--- config.mk ---
export PLATFORM = sky130hd
export DESIGN_NAME = mux2to1_arbiter_flat
export DESIGN_NICKNAME = d
export VERILOG_FILES = /design/src/rtl/mux2to1_arbiter_pkg.sv /design/src/rtl/mux2to1_arbiter_if.sv /design/src/rtl/mux2to1_arbiter_mux2to1.sv /design/src/rtl/mux2to1_arbiter.sv /design/src/flat_wrapper.sv
export SDC_FILE = /design/constraint.sdc
export NUM_CORES = 1
export LEC_CHECK = 0
export ABC_AREA = 1
export BUFFER_PORTS_ARGS = -buffer_cell sky130_fd_sc_hd__buf_2
export CAP_MARGIN = 10
export CORE_MARGIN = 1
export CORE_UTILIZATION = 44
export CTS_BUF_LIST = sky130_fd_sc_hd__clkbuf_4 sky130_fd_sc_hd__clkbuf_8
export CTS_CLUSTER_DIAMETER = 120
export DETAILED_ROUTE_END_ITERATION = 6
export MAX_ROUTING_LAYER = met4
export PLACE_DENSITY = 0.86
export SYNTH_ARGS = -nofsm -noshare
export SYNTH_HDL_FRONTEND = slang
export SYNTH_SLANG_ARGS = --single-unit
--- constraint.sdc ---
create_clock -name clk -period 1.1 [get_ports clk]
set_input_delay 0 -clock clk [delete_from_list [all_inputs] [get_ports clk]]
set_output_delay 0 -clock clk [all_outputs]
set_load 0.1 [all_outputs]
--- src/rtl/mux2to1_arbiter_pkg.sv ---
// Shared types and constants for the two-input arbitrating mux.
// Holds the output-register state type, source encodings and default width.
package mux2to1_arbiter_pkg;

  localparam int DEFAULT_WIDTH = 8;

  localparam logic SRC_A = 1'b0;
  localparam logic SRC_B = 1'b1;

  typedef enum logic {
    EMPTY = 1'b0,
    FULL  = 1'b1
  } state_t;

endpackage

--- src/rtl/mux2to1_arbiter_if.sv ---
// Handshake bundle for the arbiter: two producer channels (a, b) and one consumer (y).
// The slave modport is the arbiter's view; master is the surrounding system's view.
interface mux2to1_arbiter_if
  import mux2to1_arbiter_pkg::*;
#(
  parameter int WIDTH = DEFAULT_WIDTH
) ();

  logic             a_valid;
  logic [WIDTH-1:0] a_data;
  logic             a_ready;
  logic             b_valid;
  logic [WIDTH-1:0] b_data;
  logic             b_ready;
  logic             y_valid;
  logic [WIDTH-1:0] y_data;
  logic             y_ready;
  logic             sel;

  modport slave (
    input  a_valid, a_data, b_valid, b_data, y_ready,
    output a_ready, b_ready, y_valid, y_data, sel
  );

  modport master (
    output a_valid, a_data, b_valid, b_data, y_ready,
    input  a_ready, b_ready, y_valid, y_data, sel
  );

endinterface

--- src/rtl/mux2to1_arbiter_mux2to1.sv ---
// Plain combinational 2:1 data selector used in front of the arbiter's output register.
module mux2to1 #(
  parameter int WIDTH = 8
) (
  input  logic             sel_i,
  input  logic [WIDTH-1:0] d0_i,
  input  logic [WIDTH-1:0] d1_i,
  output logic [WIDTH-1:0] y_o
);

  assign y_o = sel_i ? d1_i : d0_i;

endmodule

--- src/rtl/mux2to1_arbiter.sv ---
// Arbitrates two valid/ready channels into a single registered output word.
// FAIR=1 alternates on contention, FAIR=0 always favours channel a.
module mux2to1_arbiter
  import mux2to1_arbiter_pkg::*;
#(
  parameter int WIDTH = DEFAULT_WIDTH,
  parameter bit FAIR  = 1'b1
) (
  input  logic              clk,
  input  logic              rst,
  mux2to1_arbiter_if.slave  bus
);

  state_t           state_q, state_d;
  logic             lastSrc_q, lastSrc_d;
  logic             sel_q, sel_d;
  logic [WIDTH-1:0] yData_q, yData_d;

  logic             grant;
  logic             loadEn;
  logic             anyValid;
  logic             accept;
  logic [WIDTH-1:0] muxData;

  // On a tie the channel that did not win last time gets the slot.
  always_comb begin
    grant = SRC_A;
    if (bus.b_valid && !bus.a_valid) begin
      grant = SRC_B;
    end else if (bus.a_valid && bus.b_valid && FAIR && (lastSrc_q == SRC_A)) begin
      grant = SRC_B;
    end
  end

  assign anyValid = bus.a_valid | bus.b_valid;
  assign loadEn   = !rst && ((state_q == EMPTY) || bus.y_ready);
  assign accept   = loadEn && anyValid;

  mux2to1 #(
    .WIDTH (WIDTH)
  ) u_mux (
    .sel_i (grant),
    .d0_i  (bus.a_data),
    .d1_i  (bus.b_data),
    .y_o   (muxData)
  );

  always_ff @(posedge clk or posedge rst) begin
    if (rst) begin
      state_q <= EMPTY;
    end else begin
      state_q <= state_d;
    end
  end

  always_comb begin
    state_d = state_q;
    case (state_q)
      EMPTY: if (accept) state_d = FULL;
      FULL:  if (bus.y_ready && !accept) state_d = EMPTY;
      default: state_d = EMPTY;
    endcase
  end

  always_comb begin
    bus.y_valid = (state_q == FULL);
    bus.a_ready = loadEn && (grant == SRC_A);
    bus.b_ready = loadEn && (grant == SRC_B);
  end

  // Payload, source tag and fairness history only move when a word is taken.
  always_comb begin
    yData_d   = yData_q;
    sel_d     = sel_q;
    lastSrc_d = lastSrc_q;
    if (accept) begin
      yData_d   = muxData;
      sel_d     = grant;
      lastSrc_d = grant;
    end
  end

  always_ff @(posedge clk or posedge rst) begin
    if (rst) begin
      yData_q   <= '0;
      sel_q     <= SRC_A;
      lastSrc_q <= SRC_B;
    end else begin
      yData_q   <= yData_d;
      sel_q     <= sel_d;
      lastSrc_q <= lastSrc_d;
    end
  end

  assign bus.y_data = yData_q;
  assign bus.sel    = sel_q;

endmodule

--- src/flat_wrapper.sv ---
// flat-port wrapper written by rule: the top's interface ports become plain ports
module mux2to1_arbiter_flat import mux2to1_arbiter_pkg::*;
#(
  parameter int WIDTH = DEFAULT_WIDTH,
  parameter bit FAIR  = 1'b1
)
  (clk, rst, bus_a_valid, bus_a_data, bus_b_valid, bus_b_data, bus_y_ready, bus_a_ready, bus_b_ready, bus_y_valid, bus_y_data, bus_sel);
  mux2to1_arbiter_if #(.WIDTH(WIDTH)) bus_i ();
  input  logic clk;
  input  logic rst;
  input wire logic [$bits(bus_i.a_valid)-1:0] bus_a_valid;
  input wire logic [$bits(bus_i.a_data)-1:0] bus_a_data;
  input wire logic [$bits(bus_i.b_valid)-1:0] bus_b_valid;
  input wire logic [$bits(bus_i.b_data)-1:0] bus_b_data;
  input wire logic [$bits(bus_i.y_ready)-1:0] bus_y_ready;
  output wire logic [$bits(bus_i.a_ready)-1:0] bus_a_ready;
  output wire logic [$bits(bus_i.b_ready)-1:0] bus_b_ready;
  output wire logic [$bits(bus_i.y_valid)-1:0] bus_y_valid;
  output wire logic [$bits(bus_i.y_data)-1:0] bus_y_data;
  output wire logic [$bits(bus_i.sel)-1:0] bus_sel;
  assign bus_i.a_valid = bus_a_valid;
  assign bus_i.a_data = bus_a_data;
  assign bus_i.b_valid = bus_b_valid;
  assign bus_i.b_data = bus_b_data;
  assign bus_i.y_ready = bus_y_ready;
  assign bus_a_ready = bus_i.a_ready;
  assign bus_b_ready = bus_i.b_ready;
  assign bus_y_valid = bus_i.y_valid;
  assign bus_y_data = bus_i.y_data;
  assign bus_sel = bus_i.sel;
  mux2to1_arbiter #(.WIDTH(WIDTH), .FAIR(FAIR)) u_core (.clk(clk), .rst(rst), .bus(bus_i));
endmodule
==> summary.txt <==
Status
  • Status: finished with violations
  • Failing checks: setup timing

Critical path
  • Startpoint Class: flop
  • Crit-path max FO: 4
  • CP Data Required Time: 1100 ps
  • Reg2reg setup slack: -120 ps
  • Crit-path slowest cell: dfstp_2
  • CP endpoint kind: primary output
  • Kind of critical path: flop to primary output
  • CP top delay family: flip-flops
  • CP Buf/Inv Count: 1
  • Worst-path cell chain: nand2_4 -> a21oi_4 -> buf_12
  • WP data arrival: 1280 ps
  • CP peak stage delay: 560 ps

GRT
  • Global-route wire length before repair: 2622 um
  • Largest net degree at the start of global routing: 12
  • Initial antenna violation count: 0
  • Grt total ovfl: 0
  • Vias in the first global route: 585
  • GRT Util Overall: 26.87%

Power
  • Maximum vdd ir drop: 1251 uV
  • Share of power burned in registers: 28.9%
  • Net Sw Frac: 52.07%
  • Clock Power Share: 16.5%
  • P_sw: 956.2 uW
  • Leakage power: 0.0005599 uW
  • Internal: 880.2 uW
  • Total Power: 1836 uW
  • Combinational share of power: 54.5%
  • Power density over cell area: 1867 nW/um^2

STA
  • Unrepaired setup endpoints after global routing: true
  • Final setup viols: 10
  • Slew headroom: 67.17%
  • Fmax achieved: 783.2 MHz
  • Worst Max-Slew Pin Slew: 495.8 ps
  • PnR worst setup slack: -176.8 ps
  • Max-slew violation count: 0
  • Final period utilization: 116.1%
  • Fin. Hold Viols: 0
  • Clock Skews: 2.207 ps
  • Period minus WS final: 1277 ps

CTS
  • CTS Buf Count: 3
  • Clock Pin Slew Worst Setup and Hold Paths: 70 ps
  • Sink Count: 11
  • Clk_lat worst skew: 270 ps
  • H-tree depth: 1
  • Root Driver: clkbuf_4
  • Worst-case clock buffer depth: 2
  • TritonCTS clock tree: built

Floorplanning
  • Starting density of the core: 50.11%
  • # IOs: 33
  • Die area: 1502 um^2
  • Core Rows: 12
  • Die Ht: 38.75 um
  • Die Wd: 38.75 um
  • Total core area: 1186 um^2

Detailed routing
  • Antenna viol nets, final: 0
  • Average wire per standard cell: 14.68 um
  • First-iteration detailed-routing DRC count: 41
  • Routed vias/inst: 5.270
  • Vias: 722
  • Drt drc: 0
  • Final Routed Wirelength: 2011 um
  • DR pass1 iterations: 4

Layout
  • Diodes inserted: 0
  • P&R area growth vs syn: 65.47%
  • Core Util, Final: 82.91%
  • Non-filler cells, final: 137
  • Share of cells above drive strength 1: 51.22%
  • Fillers: 73
  • Most frequent cells in the layout: 42 x nand2_1, 29 x buf_2, 8 x nand3_1, 8 x dfrtp_1, 5 x buf_4
  • Most common cell after layout, fill and taps aside: nand2_1
  • Layout Nets: 145

Synthesis
  • Syn nets: 100
  • Synth warn: 0
  • Distinct cells, synth: 13
  • Mean post-synth cell area: 7.523 um^2
  • Mapped Cells: 79
  • Yosys reg bits: 11
  • Sequential area share after synthesis: 46.53%
  • Synth Cell Area: 594.3 um^2

Hold path
  • Hold Path Class: input port to flop

Placed design
  • DP Wirelength: 1127 um
  • Inst Count DP: 124
  • Port Buffers: 32
  • Gpl congestion: 0.7754

Run
  • Max-cap violations: 0
kinds of logic after synthesis:
| family | share of synthesized area [%] |
|---|---|
| flops | 46.53 |
| simple gates | 46.32 |
| buf+inv | 6.315 |
| compound gates | 0.8413 |
final timing paths:
check	start	endpoint	depth (start not counted)
min reg2reg	u_core.bus.y_data[7]$_DFFE_PP0P_	u_core.bus.y_data[7]$_DFFE_PP0P_	2
min in group asynchronous	rst	u_core.bus.y_data[1]$_DFFE_PP0P_	4
min	bus_a_data[6]	u_core.bus.y_data[6]$_DFFE_PP0P_	5
max in group asynchronous	rst	u_core.lastSrc_q$_DFFE_PP1P_	4
max	u_core.lastSrc_q$_DFFE_PP1P_	bus_a_ready	3
max reg2reg	u_core.lastSrc_q$_DFFE_PP1P_	u_core.bus.y_data[5]$_DFFE_PP0P_	7
synth_stat cells (all sizes together):
cell type / instances / area (um^2)
a21oi: 1 / 5.000
nand2: 49 / 196.4
buf: 2 / 22.52
dfstp: 1 / 26.28
nor2: 3 / 28.78
dfrtp: 10 / 250.2
nand3: 9 / 50.05
inv: 4 / 15.01
per-layer routing:
metal	up-vias	global-route usage, %	wire [um]
met5	-	-	0
met2	57	44.58	1006
met4	0	10.34	28
li1	334	-	-
met1	325	32.36	761
met3	6	4.624	215
flip-flops by register name, summed over array words and instances, names as in the netlist:
signal	cells
u_core.bus.y_valid	1
u_core.bus.sel	1
u_core.lastSrc_q	1
u_core.bus.y_data	8
timing repair:
| item | 4_1_cts | 5_1_grt |
|---|---|---|
| buffers inserted | 7 | 0 |
| hold buffers | 1 | 0 |
| endpoints found under the setup margin | 11 | 12 |
| pin swaps | 20 | 8 |
| resized for setup | 4 | 7 |
| cloned | 0 | 1 |
| hold endpoints to repair | 10 | 0 |
layout make-up:
cell class / instances / area (um^2) / share of cell area (%)
multi-input cells: 63 / 350.3 / 35.62
repair buffers: 41 / 286.5 / 29.13
flip-flops and latches: 11 / 281.5 / 28.63
clock buffers: 4 / 30.03 / 3.053
inverters: 4 / 17.52 / 1.781
well taps: 14 / 17.52 / 1.781
per-stage QoR:
| stage | setup TNS (ps) | setup slack, ps | instance area, um^2 | hold WS [ps] |
|---|---|---|---|---|
| 5_1_grt | -1498 | -198.5 | 983.4 | 55.36 |
| 4_1_cts | -810.1 | -170.4 | 948.4 | 20.43 |
| 3_5_place_dp | -340.6 | -49.65 | 830.8 | 68.42 |
| 2_1_floorplan | -1909 | -436.3 | 623.1 | -182.8 |
| 6_report | -1008 | -176.8 | 983.4 | 32.36 |
| 3_3_place_gp | -0.3719 | -0.3719 | 830.8 | 62.87 |
worst register-to-register path: stages (launching register included):
cell and delay [ps]:
dfstp_2 560, nand2_4 100, nand2_8 80, buf_6 130, nand2_1 70, nand2_1 90, nand2_1 60, nand2_1 60
power by group through the flow:
stage / sequential [uW] / clock [uW] / combinational [uW]
floorplan: 1030 / 0 / 225
global placement: 532 / 0 / 890
detailed placement: 537 / 0 / 900
CTS: 530 / 301 / 961
global route: 538 / 315 / 1040
finish: 531 / 303 / 1000
Power figures use the tool's default switching activity.
